[config.mk]
export PLATFORM = sky130hd
export DESIGN_NAME = adc_sample_averager
export DESIGN_NICKNAME = d
export VERILOG_FILES = /design/src/rtl/adc_sample_averager.sv
export SDC_FILE = /design/constraint.sdc
export NUM_CORES = 1
export LEC_CHECK = 0
export CORE_MARGIN = 1
export CORE_UTILIZATION = 50
export CTS_CLUSTER_DIAMETER = 100
export CTS_CLUSTER_SIZE = 25
export DETAILED_ROUTE_END_ITERATION = 16
export PLACE_DENSITY = 0.76
export SETUP_SLACK_MARGIN = 0.5
export SYNTH_ARGS = -nofsm -noshare
export SYNTH_HDL_FRONTEND = slang
export SYNTH_SLANG_ARGS = --single-unit
[constraint.sdc]
create_clock -name clk_in -period 3.2 [get_ports clk_in]
set_input_delay 0.8 -clock clk_in [delete_from_list [all_inputs] [get_ports clk_in]]
set_output_delay 0.8 -clock clk_in [all_outputs]
set_load 0.01 [all_outputs]
[src/rtl/adc_sample_averager.sv]
// Periodic ADC trigger/accumulate/average controller; averages 2^AVG_LOG2 12-bit samples.
// Optional conversion watchdog enabled by defining ADC_TIMEOUT_EN.
module adc_sample_averager #(
  parameter int unsigned SAMPLE_PERIOD  = 1000,
  parameter int unsigned AVG_LOG2       = 2,
  parameter int unsigned TIMEOUT_CYCLES = 2000
) (
  input  logic        clk_in,
  input  logic        reset,
  input  logic        enable,
  input  logic        adc_cs_n,
  input  logic [15:0] adc_data,
  output logic        start_convert,
  output logic [11:0] avg_out,
  output logic        avg_valid,
  output logic        overrun,
  output logic        timeout_err
);

  localparam int unsigned ACC_W = 12 + AVG_LOG2;
  localparam int unsigned CNT_W = AVG_LOG2 + 1;
  localparam int unsigned PER_W = $clog2(SAMPLE_PERIOD + 1);
  localparam logic [CNT_W-1:0] LAST_SAMPLE   = CNT_W'((1 << AVG_LOG2) - 1);
  localparam logic [PER_W-1:0] PERIOD_RELOAD = PER_W'(SAMPLE_PERIOD - 1);

  typedef enum logic [2:0] {
    IDLE,
    TRIGGER,
    WAIT_BUSY,
    WAIT_DONE,
    ACCUM,
    OUTPUT
  } state_t;

  state_t             state;
  logic [ACC_W-1:0]   acc;
  logic [ACC_W-1:0]   acc_sum;
  logic [CNT_W-1:0]   sample_cnt;
  logic [PER_W-1:0]   period_cnt;
  logic               cs_prev;
  logic               enable_prev;
  logic               first_pending;
  logic               discard;
  logic               period_expired;
  logic               in_wait;
  logic               unused_frame_bits;

  assign acc_sum           = acc + ACC_W'(adc_data[11:0]);
  assign in_wait           = (state == WAIT_BUSY) || (state == WAIT_DONE);
  assign unused_frame_bits = ^adc_data[15:12];

  // The reload lands one cycle after the IDLE decision, so expiry is taken at 1
  // to keep trigger starts exactly SAMPLE_PERIOD cycles apart.
  assign period_expired = (period_cnt <= PER_W'(1));

`ifdef ADC_TIMEOUT_EN
  localparam int unsigned WD_W = $clog2(TIMEOUT_CYCLES + 1);
  logic [WD_W-1:0] wd_cnt;
  logic            wd_fire;
  logic            timeout_flag;

  assign wd_fire     = in_wait && (wd_cnt == WD_W'(TIMEOUT_CYCLES - 1));
  assign timeout_err = timeout_flag;
`else
  logic unused_timeout_cfg;
  assign unused_timeout_cfg = (TIMEOUT_CYCLES == 0);
  assign timeout_err        = 1'b0;
`endif

  always_ff @(posedge clk_in) begin
    if (reset) begin
      state         <= IDLE;
      start_convert <= 1'b1;
      avg_out       <= '0;
      avg_valid     <= 1'b0;
      overrun       <= 1'b0;
      acc           <= '0;
      sample_cnt    <= '0;
      period_cnt    <= '0;
      cs_prev       <= 1'b1;
      enable_prev   <= 1'b0;
      first_pending <= 1'b0;
      discard       <= 1'b0;
`ifdef ADC_TIMEOUT_EN
      wd_cnt        <= '0;
      timeout_flag  <= 1'b0;
`endif
    end else begin
      cs_prev     <= adc_cs_n;
      enable_prev <= enable;
      avg_valid   <= 1'b0;

      if (period_cnt != '0)
        period_cnt <= period_cnt - 1'b1;

      if (!enable)
        first_pending <= 1'b0;
      else if (!enable_prev)
        first_pending <= 1'b1;

      if (in_wait && (period_cnt == '0))
        overrun <= 1'b1;

      // Disable mid-conversion lets the driver finish but throws the sample away.
      if (!enable && (in_wait || state == TRIGGER))
        discard <= 1'b1;

`ifdef ADC_TIMEOUT_EN
      if (in_wait)
        wd_cnt <= wd_cnt + 1'b1;
      else
        wd_cnt <= '0;
`endif

      case (state)
        IDLE: begin
          if (enable && adc_cs_n && (period_expired || first_pending)) begin
            state         <= TRIGGER;
            start_convert <= 1'b0;
            first_pending <= 1'b0;
            discard       <= 1'b0;
          end
        end
        TRIGGER: begin
          period_cnt <= PERIOD_RELOAD;
          state      <= WAIT_BUSY;
        end
        WAIT_BUSY: begin
          if (!adc_cs_n) begin
            start_convert <= 1'b1;
            state         <= WAIT_DONE;
          end
        end
        WAIT_DONE: begin
          if (!cs_prev && adc_cs_n)
            state <= ACCUM;
        end
        // The final sample's average is formed here so avg_valid is up during OUTPUT.
        ACCUM: begin
          discard <= 1'b0;
          if (discard || !enable) begin
            acc        <= '0;
            sample_cnt <= '0;
            state      <= IDLE;
          end else if (sample_cnt == LAST_SAMPLE) begin
            avg_out   <= acc_sum[ACC_W-1:AVG_LOG2];
            avg_valid <= 1'b1;
            state     <= OUTPUT;
          end else begin
            acc        <= acc_sum;
            sample_cnt <= sample_cnt + 1'b1;
            state      <= IDLE;
          end
        end
        OUTPUT: begin
          acc        <= '0;
          sample_cnt <= '0;
          state      <= IDLE;
        end
        default: state <= IDLE;
      endcase

`ifdef ADC_TIMEOUT_EN
      if (wd_fire) begin
        timeout_flag  <= 1'b1;
        start_convert <= 1'b1;
        acc           <= '0;
        sample_cnt    <= '0;
        discard       <= 1'b0;
        state         <= IDLE;
      end
`endif
    end
  end

endmodule

[Word-level counts from Yosys, hierarchy flattened]
Index checks and enable logic that the tools add are counted.
Word-level totals
  register bits: 49
  input bits: 20
  output and inout port bits: 16
  word-level logic and storage cells: 77
Operators by class
  $add $sub $neg: 3
  $lt $le $gt $ge: 1
  equality and inequality tests: 10
  muxes and demuxes: 25
  bitwise gates (word level): 2
  reductions and logical operators: 23
Operators with widths (count)
  14-bit two-way mux: 2
  14-bit one-hot mux with 2 select lines: 1
  3-bit two-way mux: 7
  10-bit two-way mux: 2
  3-bit one-hot mux with 5 select lines: 1
  14-bit by 12-bit adder with 14-bit output: 1
  10-bit by 1-bit <= comparator with 1-bit output (second input constant): 1
  10-bit logical NOT: 1
  10-bit nonzero test: 1
  10-bit by 1-bit subtractor with 10-bit output (second input constant): 1
  3-bit by 2-bit == test with 1-bit output (second input constant): 3
  1-bit two-way mux: 9
  3-bit AND reduction: 3
  3-bit == test (second input constant): 2
  3-bit one-hot mux with 2 select lines: 1
  2-bit nonzero test: 3
  1-bit logical AND: 5
  1-bit logical OR: 4
  2-bit inequality test (second input constant): 2
  1-bit one-hot mux with 2 select lines: 2
  3-bit by 1-bit adder with 3-bit output (second input constant): 1
  3-bit by 1-bit == test with 1-bit output (second input constant): 1
  3-bit logical NOT: 1
  3-bit inequality test (second input constant): 1
  other kinds (6): 8

[Depth between registers and ports, before layout]
  depth in word-level cells: 7
  gate-level depth with buffers: 9
  gate-level depth less buffers: 9

[Worst setup path before layout]
No wires, ideal clock.
  kind: input -> register
  start point: input port adc_data[0]
  end point: register avg_out[10]
  library setup time: 114 ps
  arrival time: 2405 ps
  slack: 681 ps
  stages on the path: 9
  path buffers: 0
  cells stage by stage: ha_1 -> inv_1 -> fa_1 -> nand2b_1 -> a211oi_1 -> o311a_1 -> o31a_1 -> xor2_1 -> a21o_1
Between the ends
  word-level cells in the longest chain between the ends: 1
Ends and longest elaborated chain
  start: declaration: RTL line 12  | input logic [15:0] adc_data,
  14-bit by 12-bit adder with 14-bit output: RTL line 48  | assign acc_sum = acc + ACC_W'(adc_data[11:0]);
  end signal: assignment: RTL line 146  | avg_out <= acc_sum[ACC_W-1:AVG_LOG2];
  end: declaration: RTL line 14  | output logic [11:0] avg_out,
Every way passes these cells.
A chain may end at the register's enable or synchronous reset.

[Worst setup path after layout]
  start point: input port adc_data[5]
  end point: register avg_out[10]
The elaborated chain is that of the path after synthesis.

==> impl_metrics.tcl <==
set metrics [dict create \
    status "complete, no violations" \
    synth_top_family_by_area "simple AND/OR/NAND/NOR gates" \
    tightest_slew_ns 0.547 \
    arrival_ns 2.83 \
    synth_top_area_cell "dfxtp_1" \
    viasPerCell 5.46 \
    synth_edf_count 0 \
    synthCells 320 \
    rows 26 \
    firstDrtPassIters 5 \
    syn_area_sq_mm 0.00264 \
    cap_violations 0 \
    async_reset_ff_share_pct 0 \
    n_antenna_cell 0 \
    antenna_left 0 \
    crit_fanout 5 \
    synth-adder-area-share_pct 8.36 \
    start_util_pct 51.9 \
    skew_ns 0.0113 \
    period_share_pct 81.6 \
    antenna_found_initial 0 \
    synthTopCellsByArea "dfxtp_1 37%, ha_1 7.6%, a21oi_1 6.6%" \
    totalWireLength_um 5580 \
    track_usage_pct 21.4 \
    gp_congestion 0.846 \
    vdd_drop_max_uv 294 \
    post-route-min-period_ns 2.61 \
    cts_inserted_buffers 5 \
    coreArea_sq_mm 0.00507 \
    fin_setup_tns_ns 0 \
    dp_hpwl_um 3910 \
    hold_viol 0 \
    dp_slack_ns 0.0276 \
    end_kind "flip-flop" \
    synth_compound_area_share_pct 19.9 \
    maxSlewHeadroom_pct 63.4 \
    report.final.slew_viol_count 0 \
    yosys_most_used_dff "dfxtp_1" \
    drc 0 \
    syn-num-nets 357 \
    fin_cells 421 \
    clock_latency_ns 0.31 \
    drt-initial-drc-count 114 \
    synth_xor_area_share_pct 4.32 \
    grt_first_pass_wirelength_um 9020 \
    synthSimpleGateAreaFrac_pct 25.2 \
    htreeDepth 2 \
    crit_type "input pin to flip-flop" \
    die_w_um 74.6 \
    powerDensity_mw_per_mm2 512 \
    synth.most_common_cell "dfxtp_1" \
    final_core_util_pct 62.4 \
    synth_top_area_share_pct 37.2 \
    synth_mux_area_share_pct 0.807 \
    worst_slack_ns 0.589 \
    synth.distinct_cells 51 \
    yosys_warnings 0 \
    nNetsFinal 387 \
    holdBufCountCts 0 \
    setup_viol 0 \
    num-fill-cells 477 \
    dieArea_sq_mm 0.00556 \
    clkTransAtPathRegs_ns 0.10 \
    wl_per_cell_um 13.2 \
    dr_total_vias 2299 \
    dp.cells 413 \
    cts.sinks 49 \
    fmax_ghz 0.383 \
    areaGrowthSynthToFinish_pct 20.2 \
    synth_seq_cells 49 \
    grt_max_degree 32 \
    grt.overflow.total 0 \
    yosys-top-cells-count "49 x dfxtp_1, 35 x a21oi_1, 30 x nor2_1" \
    p_leak_nw 1.33 \
    required_ns 3.42 \
    critPathLaunchType "input pin" \
    hold_class "flip-flop to flip-flop" \
    dpl_cell_area_sq_mm 0.00302 \
    drive_gt1_share_pct 9.12 \
    die_height_um 74.6 \
    clock_path_buffers 2 \
    io_buffers 30 \
    io_pins 36 \
    grt_pass1_vias 2019 \
    yosysSeqAreaShare_pct 37.2 \
    tritoncts "yes" \
    cts-root-buf "clkbuf_8" \
    postSynthAreaPerCell_sq_um 8.23 \
    design_area_sq_mm 0.00317 \
    rsz0062_at_grt "no" \
]
## what timing repair did
item                       in CTS  in global routing
gates resized for setup         5                  8
setup endpoints to repair       5                  7
pin swaps                       3                  6
buffers inserted                0                  0
## layout by cell type, fill, tap and decap left out, types with 5 or more instances in the layout
cell type	n
a21o_1	7
nor2b_1	8
clkdlybuf4s50_1	28
nand3_1	9
xnor2_1	8
nor2_1	29
a21oi_1	34
clkbuf_8	5
ha_1	15
a22oi_1	6
xor2_1	5
nor3b_1	5
nor3_1	13
inv_1	12
nand2_1	27
dfxtp_1	49
buf_4	8
o21ai_0	9
## routing by layer
layer	track usage, %	routed length, um	vias up
met2	35.4	2590	43
met3	4.74	248	6
met4	7.34	65	0
met1	27.6	2680	1062
met5	0	0	-
li1	-	-	1188
## sequential cells by signal, indices dropped and copies added (netlist names)
signal         cells
first_pending      1
sample_cnt         3
overrun            1
avg_out           12
discard            1
acc               14
period_cnt        10
state              3
start_convert      1
cs_prev            1
enable_prev        1
avg_valid          1
## logic make-up after synthesis
logic type | after synthesis
adders and majority gates | 17
and+or+nand+nor | 127
other | 1
xor gates and xnor gates | 13
buffers and inverters | 27
DFF | 49
muxes | 2
AOI/OAI and AO/OA | 84
## area by class of cell
class,count,area [sq um],share of cell area (%)
Timing Repair Buffer,38,365,11.5
Sequential cell,49,981,31.0
Inverter,12,45.0,1.42
Multi-Input combinational cell,244,1600,50.4
Tap cell,70,87.6,2.77
Clock buffer,5,68.8,2.17
Clock inverter,3,22.5,0.711
## final timing paths
check	start	endpoint	slack (ns)	depth (start not counted)
setup / recovery	adc_data[5]	avg_out[10]	0.59	8
hold / removal	acc[11]	acc[11]	0.45	2
hold reg to reg	acc[11]	acc[11]	0.45	2
setup reg to reg	acc[0]	avg_out[10]	1.10	9
## worst max-delay path: stages
cell and delay [ns]:
clkdlybuf4s50_1 0.41, ha_1 0.37, nand2_1 0.17, a211oi_4 0.05, o311a_1 0.37, o31a_1 0.35
xor2_1 0.15, a21o_1 0.16
## through the flow
step	hold WS, ns	total power, mW
after detailed placement	0.435	1.26
after CTS	0.448	1.64
after global routing	0.469	1.73
after floorplan	0.420	1.15
final	0.445	1.62
after global placement	0.430	1.24
## report_power, final
group          internal, mW  switching, mW
clock network         0.155          0.217
logic                 0.224          0.268
registers             0.679         0.0779
total                  1.06          0.563
Note: power is estimated with default switching activity, not from simulation.
